### config.mk
export PLATFORM = sky130hd
export DESIGN_NAME = fifo8x9_ctrl
export DESIGN_NICKNAME = d
export VERILOG_FILES = /design/src/rtl/fifo8x9_ctrl.sv
export SDC_FILE = /design/constraint.sdc
export NUM_CORES = 1
export LEC_CHECK = 0
export CORE_MARGIN = 2
export CORE_UTILIZATION = 43
export DETAILED_ROUTE_END_ITERATION = 6
export PLACE_DENSITY = 0.84
export SETUP_SLACK_MARGIN = 0.05
export SYNTH_ARGS = -nofsm -noshare
export SYNTH_HDL_FRONTEND = slang
export SYNTH_SLANG_ARGS = --single-unit
export TNS_END_PERCENT = 50
### constraint.sdc
create_clock -name clk -period 5.8 [get_ports clk]
set_input_delay 1.16 -clock clk [delete_from_list [all_inputs] [get_ports clk]]
set_output_delay 1.16 -clock clk [all_outputs]
set_load 0.005 [all_outputs]
### src/rtl/fifo8x9_ctrl.sv
// rtl/fifo8x9_ctrl.sv - Control for an external 8x9 FIFO memory with a registered output word.
// Tracks occupancy and shadow pointers; memory pointers are cleared rather than incremented past 7.
module fifo8x9_ctrl #(
  parameter int unsigned AFULL_LVL = 6
) (
  input  logic       clk,
  input  logic       rst,
  input  logic       flush,
  input  logic       in_valid,
  output logic       in_ready,
  input  logic [8:0] in_data,
  output logic       out_valid,
  input  logic       out_ready,
  output logic [8:0] out_data,
  output logic [3:0] count,
  output logic       full,
  output logic       empty,
  output logic       almost_full,
  output logic [3:0] peak,
  output logic       mem_wren,
  output logic       mem_wr_inc,
  output logic       mem_wr_ptr_clr,
  output logic       mem_rden,
  output logic       mem_rd_inc,
  output logic       mem_rd_ptr_clr,
  output logic [8:0] mem_din,
  input  logic [8:0] mem_dout
);

  typedef enum logic {
    ST_CLEAR = 1'b0,
    ST_RUN   = 1'b1
  } state_e;

  state_e     state_q, state_d;
  logic [3:0] mem_cnt_q, mem_cnt_d;
  logic [2:0] wr_idx_q, wr_idx_d;
  logic [2:0] rd_idx_q, rd_idx_d;
  logic       out_valid_q, out_valid_d;
  logic [8:0] out_data_q, out_data_d;
  logic [3:0] peak_q, peak_d;
  logic [3:0] count_d;

  logic run;
  logic push;
  logic fetch;
  logic pop;

  assign run      = (state_q == ST_RUN);
  assign in_ready = run && (mem_cnt_q < 4'd8);

  // A flush cycle discards any handshake presented alongside it.
  assign push  = run && !flush && in_valid && in_ready;
  assign fetch = run && !flush && (mem_cnt_q != 4'd0) && (!out_valid_q || out_ready);
  assign pop   = run && !flush && out_valid_q && out_ready;

  assign mem_wren       = push;
  assign mem_wr_inc     = push && (wr_idx_q != 3'd7);
  assign mem_wr_ptr_clr = !run || (push && (wr_idx_q == 3'd7));
  assign mem_rden       = fetch;
  assign mem_rd_inc     = fetch && (rd_idx_q != 3'd7);
  assign mem_rd_ptr_clr = !run || (fetch && (rd_idx_q == 3'd7));
  assign mem_din        = in_data;

  assign out_valid   = out_valid_q;
  assign out_data    = out_data_q;
  assign count       = mem_cnt_q + {3'd0, out_valid_q};
  assign full        = (mem_cnt_q == 4'd8);
  assign empty       = (count == 4'd0);
  assign almost_full = (32'(count) >= AFULL_LVL);
  assign peak        = peak_q;

  always_comb begin
    state_d     = state_q;
    mem_cnt_d   = mem_cnt_q;
    wr_idx_d    = wr_idx_q;
    rd_idx_d    = rd_idx_q;
    out_valid_d = out_valid_q;
    out_data_d  = out_data_q;
    peak_d      = peak_q;
    count_d     = 4'd0;

    case (state_q)
      ST_CLEAR: begin
        state_d  = ST_RUN;
        wr_idx_d = 3'd0;
        rd_idx_d = 3'd0;
      end
      ST_RUN: begin
        if (flush) begin
          state_d     = ST_CLEAR;
          mem_cnt_d   = 4'd0;
          wr_idx_d    = 3'd0;
          rd_idx_d    = 3'd0;
          out_valid_d = 1'b0;
          out_data_d  = 9'd0;
          peak_d      = 4'd0;
        end else begin
          mem_cnt_d = mem_cnt_q + {3'd0, push} - {3'd0, fetch};
          if (push) begin
            wr_idx_d = wr_idx_q + 3'd1;
          end
          if (fetch) begin
            rd_idx_d    = rd_idx_q + 3'd1;
            out_valid_d = 1'b1;
            out_data_d  = mem_dout;
          end else if (pop) begin
            out_valid_d = 1'b0;
          end
          count_d = mem_cnt_d + {3'd0, out_valid_d};
          if (count_d > peak_q) begin
            peak_d = count_d;
          end
        end
      end
      default: begin
        state_d = ST_CLEAR;
      end
    endcase
  end

  always_ff @(posedge clk) begin
    if (rst) begin
      state_q     <= ST_CLEAR;
      mem_cnt_q   <= 4'd0;
      wr_idx_q    <= 3'd0;
      rd_idx_q    <= 3'd0;
      out_valid_q <= 1'b0;
      out_data_q  <= 9'd0;
      peak_q      <= 4'd0;
    end else begin
      state_q     <= state_d;
      mem_cnt_q   <= mem_cnt_d;
      wr_idx_q    <= wr_idx_d;
      rd_idx_q    <= rd_idx_d;
      out_valid_q <= out_valid_d;
      out_data_q  <= out_data_d;
      peak_q      <= peak_d;
    end
  end

endmodule

==> Word level (Yosys, flattened, before mapping) <==
Index checks and enable logic that the tools add are counted.
{ "word_totals": {"ff_bits": 25, "input_bits": 23, "elab_cells": 66, "out_inout_bits": 37} }
{ "op_classes": {"add_sub_neg": 6, "eq_ne": 7, "n_bitwise": 1, "order_cmp": 3, "muxes": 18, "n_reduce_logical": 24} }
{ "op_table": {"columns": ["op", "count"], "rows": [
  ["2-to-1 mux 9 bit", 2],
  ["adder 4 x 1 -> 4 bit", 3],
  ["logical AND 1 bit", 12],
  ["2-to-1 mux 3 bit", 4],
  ["2-to-1 mux 4 bit", 3],
  ["case mux 3 bit (2 select lines)", 2],
  ["adder 3 x 1 -> 3 bit, second input constant", 2],
  ["== test 3 bit, second input constant", 2],
  ["2-to-1 mux 1 bit", 6],
  ["inequality test 3 x 2 -> 1 bit, second input constant", 2],
  ["inequality test 3 bit, second input constant", 2],
  ["== test 4 bit, second input constant", 1],
  ["greater-or-equal comparator 4 x 3 -> 1 bit, second input constant", 1],
  ["greater-than comparator 4 bit", 1],
  ["logical NOT 4 bit", 1],
  ["less-than comparator 4 bit, second input constant", 1],
  ["AND reduction 2 bit", 2],
  ["nonzero test 2 bit", 2],
  ["nonzero test 4 bit", 1],
  ["subtractor 4 x 1 -> 4 bit", 1],
  ["logical NOT 1 bit", 3],
  ["logical OR 1 bit", 3],
  ["case mux 1 bit (2 select lines)", 1],
  ["inverter 1 bit", 1]
]} }

==> Logic depth before layout (Yosys ltp) <==
{ "depth": {"depth_word": 12, "ltp_mapped": 18, "mapped_depth_nobuf": 17} }

==> Least setup slack after synthesis <==
Ideal clock, no wire load.
{ "synth_path": {"kind": "in2reg", "startpoint": "input flush", "endpoint": "register peak_q[2] (netlist: peak[2])", "n_path_buf": 1, "setup_time_ns": 0.065, "arrival_ns": 4.382, "slack_ns": 1.353, "cell_stages": 17, "t_required_ns": 5.735, "cell_sequence": "nand2b_2 -> a221o_1 -> inv_2 -> buf_6 -> ha_1 -> inv_1 -> ha_1 -> fa_1 -> xor2_1 -> nand3_1 -> xor2_1 -> ha_1 -> nand4_1 -> nand2_1 -> a21oi_1 -> mux2_2 -> nor2_1"} }
{ "synth_via": {"elab_cells_between_ends": 20, "cone_classes": "3 x add/sub; 1 x order compare; 6 x mux; 10 x reduce/logical"} }
{ "synth_rtl": {"columns": ["element", "line_no", "rtl"], "rows": [
  ["start: declaration", "8", "input logic flush,"],
  ["logical NOT 1 bit *", "54", "assign fetch = run && !flush && (mem_cnt_q != 4'd0) && (!out_valid_q || out_ready);"],
  ["logical AND 1 bit * (3 in series)", "54", null],
  ["via mem_rden", "23", "output logic mem_rden,"],
  ["parallel branches: the longest is 3 deep, another holds subtractor 4 x 1 -> 4 bit", null, null],
  ["adder 4 x 1 -> 4 bit *", "110", "count_d = mem_cnt_d + {3'd0, out_valid_d};"],
  ["greater-than comparator 4 bit", "111", "if (count_d > peak_q) begin"],
  ["nonzero test 2 bit (no source line)", null, null],
  ["AND reduction 2 bit (no source line)", null, null],
  ["end signal: assignment", "138", "peak_q <= peak_d;"],
  ["end: declaration", "41", "logic [3:0] peak_q, peak_d;"]
]} }
Mark *: on every way through the listed nets, which the timed path passes. The select of a mux whose other input is x is not followed.
A chain may end at the register's enable or synchronous reset.

==> Worst setup path after layout <==
{ "layout_path": {"startpoint": "input flush", "endpoint": "register peak_q[2] (netlist: peak[2])"} }
{ "layout_via": {"elab_chain_cells": 12, "elab_cells_between_ends": 20, "cone_classes": "3 x add/sub; 1 x order compare; 6 x mux; 10 x reduce/logical"} }
{ "layout_rtl": {"columns": ["element"], "rows": [
  ["parallel branches: the longest is 12 deep, another holds adder 4 x 1 -> 4 bit"]
]} }
Parallel ways; which one is timed is not known. The select of a mux whose other input is x is not followed.

==> flow_summary_export.csv <==
group,metric,value,unit
global_routing,antenna_found_initial,0,
critical_path,r2r-start,"run",
cts,cts-buffers-inserted,3,
critical_path,critPathLaunchType,"input port",
cts,cts_setup_buffers,0,
sta,fin_crit_sh,84.0,%
floorplanning,start_util,44.7,%
sta,worst_slack,0.926,ns
routing,drt_iter0_markers,38,
layout,diodes,0,
global_routing,grt_pass1_wl,5690,um
floorplanning,rows,21,
sta,fin_skew,0.00808,ns
logic_synthesis,netlist_area,0.00149,mm2
layout,finalNonFillerCells,254,
routing,routed_wl,3230,um
logic_synthesis,synth.avg_cell_area,8.39,um2
cts,htree_levels,1,
cts,cts-root-buf,"clkbuf_4",
power_and_ir_drop,internal_power,0.000219,W
critical_path,endpoint_kind,"flip-flop",
critical_path,required,6.06,ns
logic_synthesis,ys_types,35,
power_and_ir_drop,p_comb_share,12.0,%
power_and_ir_drop,ir_worst_vdd,115,uV
logic_synthesis,ys_ff_latch,25,
global_routing,grt_max_degree,27,
routing,drc,0,
routing,vias,1316,
layout,multi_input_area,841,um2
logic_synthesis,syn-num-nets,221,
layout,area_delta_synth_final,27.2,%
floorplanning,io-pin-count,60,
layout,register_area,500,um2
critical_path,cp.arrival,5.13,ns
logic_synthesis,synth_edf_count,0,
floorplanning,core_area,0.00334,mm2
sta,period_minus_slack,4.87,ns
place,place_ws,0.591,ns
sta,tns,0,ns
power_and_ir_drop,sw_frac_of_total,25.3,%
power_and_ir_drop,clock_power_share,28.0,%
cts,cts_hold_buf,0,
logic_synthesis,async_reset_ff_share,0,%
routing,ant_nets,0,
cts,ctsLongestPathBuffers,2,
logic_synthesis,synth_top_area_share,33.5,%
layout,nFillCells,321,
sta,fmax,205,MHz
place,gp_congestion,0.786,
routing,vias_per_cell,5.18,
sta,hold_viol,0,
logic_synthesis,synth_ff_type,"dfxtp_1",
critical_path,r2r_end,"peak[2]",
sta,slew-limit-headroom,38.1,%
logic_synthesis,seq_area_frac_synth,33.5,%
critical_path,r2r_setup_slack,1.53,ns
logic_synthesis,yosys_warnings,0,
place,placed_cells,250,
power_and_ir_drop,seqPwrFrac,60.0,%
sta,holdWs,0.475,ns
cts,cts-resized-gates,0,
critical_path,critPathMaxFanout,15,
cts,cts_sinks,25,
sta,worst_slew_pin_slew,0.925,ns
cts,cts_tree,"built",
routing,wl_per_cell,12.7,um
logic_synthesis,synthTopCellsByArea,"dfxtp_1 34%, ha_1 16%, a21oi_1 6.4%, nand2_1 5.5%, buf_4 4.5%",
logic_synthesis,yosys.area.top_type,"dfxtp_1",
place,portBuffers,41,
floorplanning,die_x,62.9,um
sta,rsz0062_at_grt,"no",
power_and_ir_drop,leakage,0.766,nW
global_routing,grt_pass1_vias,1268,
status,status,"finished, final reports clean",
place,hpwl,2460,um
sta,slew_viol_final,0,
cts,cts.reportedPaths.clkPinSlew,0.15,ns
worst_hold_path,min_path_cells,2,
critical_path,crit_type,"in -> reg",
logic_synthesis,synth_cells,178,
layout,fin_nets,252,
floorplanning,die_area,0.00396,mm2
power_and_ir_drop,powerDensity,154,mW/mm2
critical_path,reg2regPathDepth,15,
worst_hold_path,hold_start,"out_data[4]",
run,maxCapViolations,0,
sta,setup-violations-final,0,
worst_hold_path,hp-class,"reg -> reg",
floorplanning,fp.dieH,62.9,um
layout,drive_gt1_share,4.81,%
power_and_ir_drop,p_switching,0.0000739,W
global_routing,grt-ovfl-total,0,
routing,firstDrtPassIters,4,
global_routing,gr-usage-all-layers,17.7,%
worst_hold_path,min_delay_worst_endpoint,"out_data[4]",
cts,clkLatencyLatePin,0.33,ns
final cells by class:
| type | instances | share of cell area (%) |
|---|---|---|
| clock buffer | 3 | 1.19 |
| timing repair buffer | 43 | 22.4 |
| inverter | 12 | 2.37 |
| multi-input combinational | 124 | 44.3 |
| sequential | 25 | 26.4 |
| clock inverter | 1 | 0.395 |
| tap | 46 | 3.03 |
worst max-delay path, stage by stage:
cell and delay, ns:
clkdlybuf4s50_1 0.41, nand2b_2 0.25, a221o_1 0.34, inv_2 0.20
ha_1 0.27, inv_1 0.06, ha_1 0.18, fa_1 0.47
ha_1 0.24, xor2_1 0.23, ha_1 0.29, nand4_1 0.09
nand2_1 0.06, a21oi_1 0.41, mux2_2 0.39, nor2_1 0.08
routing by layer:
layer / global-route usage [%] / up-vias / share of wire (%)
li1: - / 655 / -
met1: 21.2 / 615 / 44
met2: 30.6 / 40 / 49
met3: 3.78 / 6 / 5.8
met4: 6.94 / 0 / 1.2
met5: 0 / - / 0
state kept, by name, summed over array words and instances, names as in the netlist:
name	flops
out_valid	1
run	1
peak	4
out_data	9
rd_idx_q	3
mem_cnt_q	4
wr_idx_q	3
Yosys cell counts (2+ instances only):
cell type / number
a21o_1: 2
a21oi_1: 19
a2bb2oi_1: 2
and2_1: 2
buf_4: 9
clkbuf_1: 5
dfxtp_1: 25
ha_1: 19
inv_1: 11
mux2i_1: 2
nand2_1: 22
nand3_1: 12
nand3b_1: 4
nor2_1: 10
nor2b_1: 6
nor3_1: 3
o21ai_0: 2
xnor2_1: 3
xor2_1: 4
per-stage QoR:
| step | utilization [%] | total power, W | area, um2 |
|---|---|---|---|
| 2_1_floorplan | - | 0.000200 | 1490 |
| 3_3_place_gp | 56.0 | 0.000213 | 1870 |
| 3_5_place_dp | 56.0 | 0.000214 | 1870 |
| 4_1_cts | 56.9 | 0.000294 | 1900 |
| 5_1_grt | 56.9 | 0.000307 | 1900 |
| 6_report | 56.9 | 0.000293 | 1900 |
cells in the final DEF, fill, tap and decap left out, types with 2 or more instances in the layout:
master / Yosys / final
nor2_1: 10 / 10
nand2_1: 22 / 22
nand3b_1: 4 / 4
nor2b_1: 6 / 6
nand3_1: 12 / 12
xor2_1: 4 / 4
and2_1: 2 / 2
nor3_1: 3 / 3
a21o_1: 2 / 2
a2bb2oi_1: 2 / 2
ha_1: 19 / 19
buf_4: 9 / 2
inv_1: 11 / 11
xnor2_1: 3 / 3
clkdlybuf4s50_1: 0 / 41
o21ai_0: 2 / 2
a21oi_1: 19 / 19
clkbuf_4: 0 / 3
dfxtp_1: 25 / 25
mux2i_1: 2 / 2
kinds of logic (layout without fill, tap and decap cells):
kind of cell / Yosys count / in the layout / synth area share (%)
AND/OR/NAND/NOR: 63 / 63 / 20.3
AO/OA/AOI/OAI: 31 / 31 / 12.6
buffers and inverters: 29 / 59 / 10.1
flip-flops: 25 / 25 / 33.5
adder cells (fa/ha/maj): 20 / 20 / 17.3
XOR/XNOR: 7 / 7 / 4.11
multiplexers: 3 / 3 / 2.10
power groups by stage:
| stage | Sequential [W] | Combinational (W) | Clock (W) |
|---|---|---|---|
| 2_1_floorplan | 0.000178 | 0.0000227 | 0 |
| 3_3_place_gp | 0.000179 | 0.0000342 | 0 |
| 3_5_place_dp | 0.000179 | 0.0000349 | 0 |
| 4_1_cts | 0.000176 | 0.0000353 | 0.0000833 |
| 5_1_grt | 0.000176 | 0.0000385 | 0.0000922 |
| 6_report | 0.000176 | 0.0000352 | 0.0000819 |
worst max path at each step:
stage,start,endpoint,slack [ns],depth (start not counted)
after global placement,flush,peak[2],0.75,16
after detailed placement,flush,peak[2],0.59,16
after CTS,flush,peak[2],0.94,16
after global routing,flush,peak[2],0.66,17
final,flush,peak[2],0.93,16
after floorplan,flush,peak[2],1.35,17
Note: power is estimated with default switching activity, not from simulation.
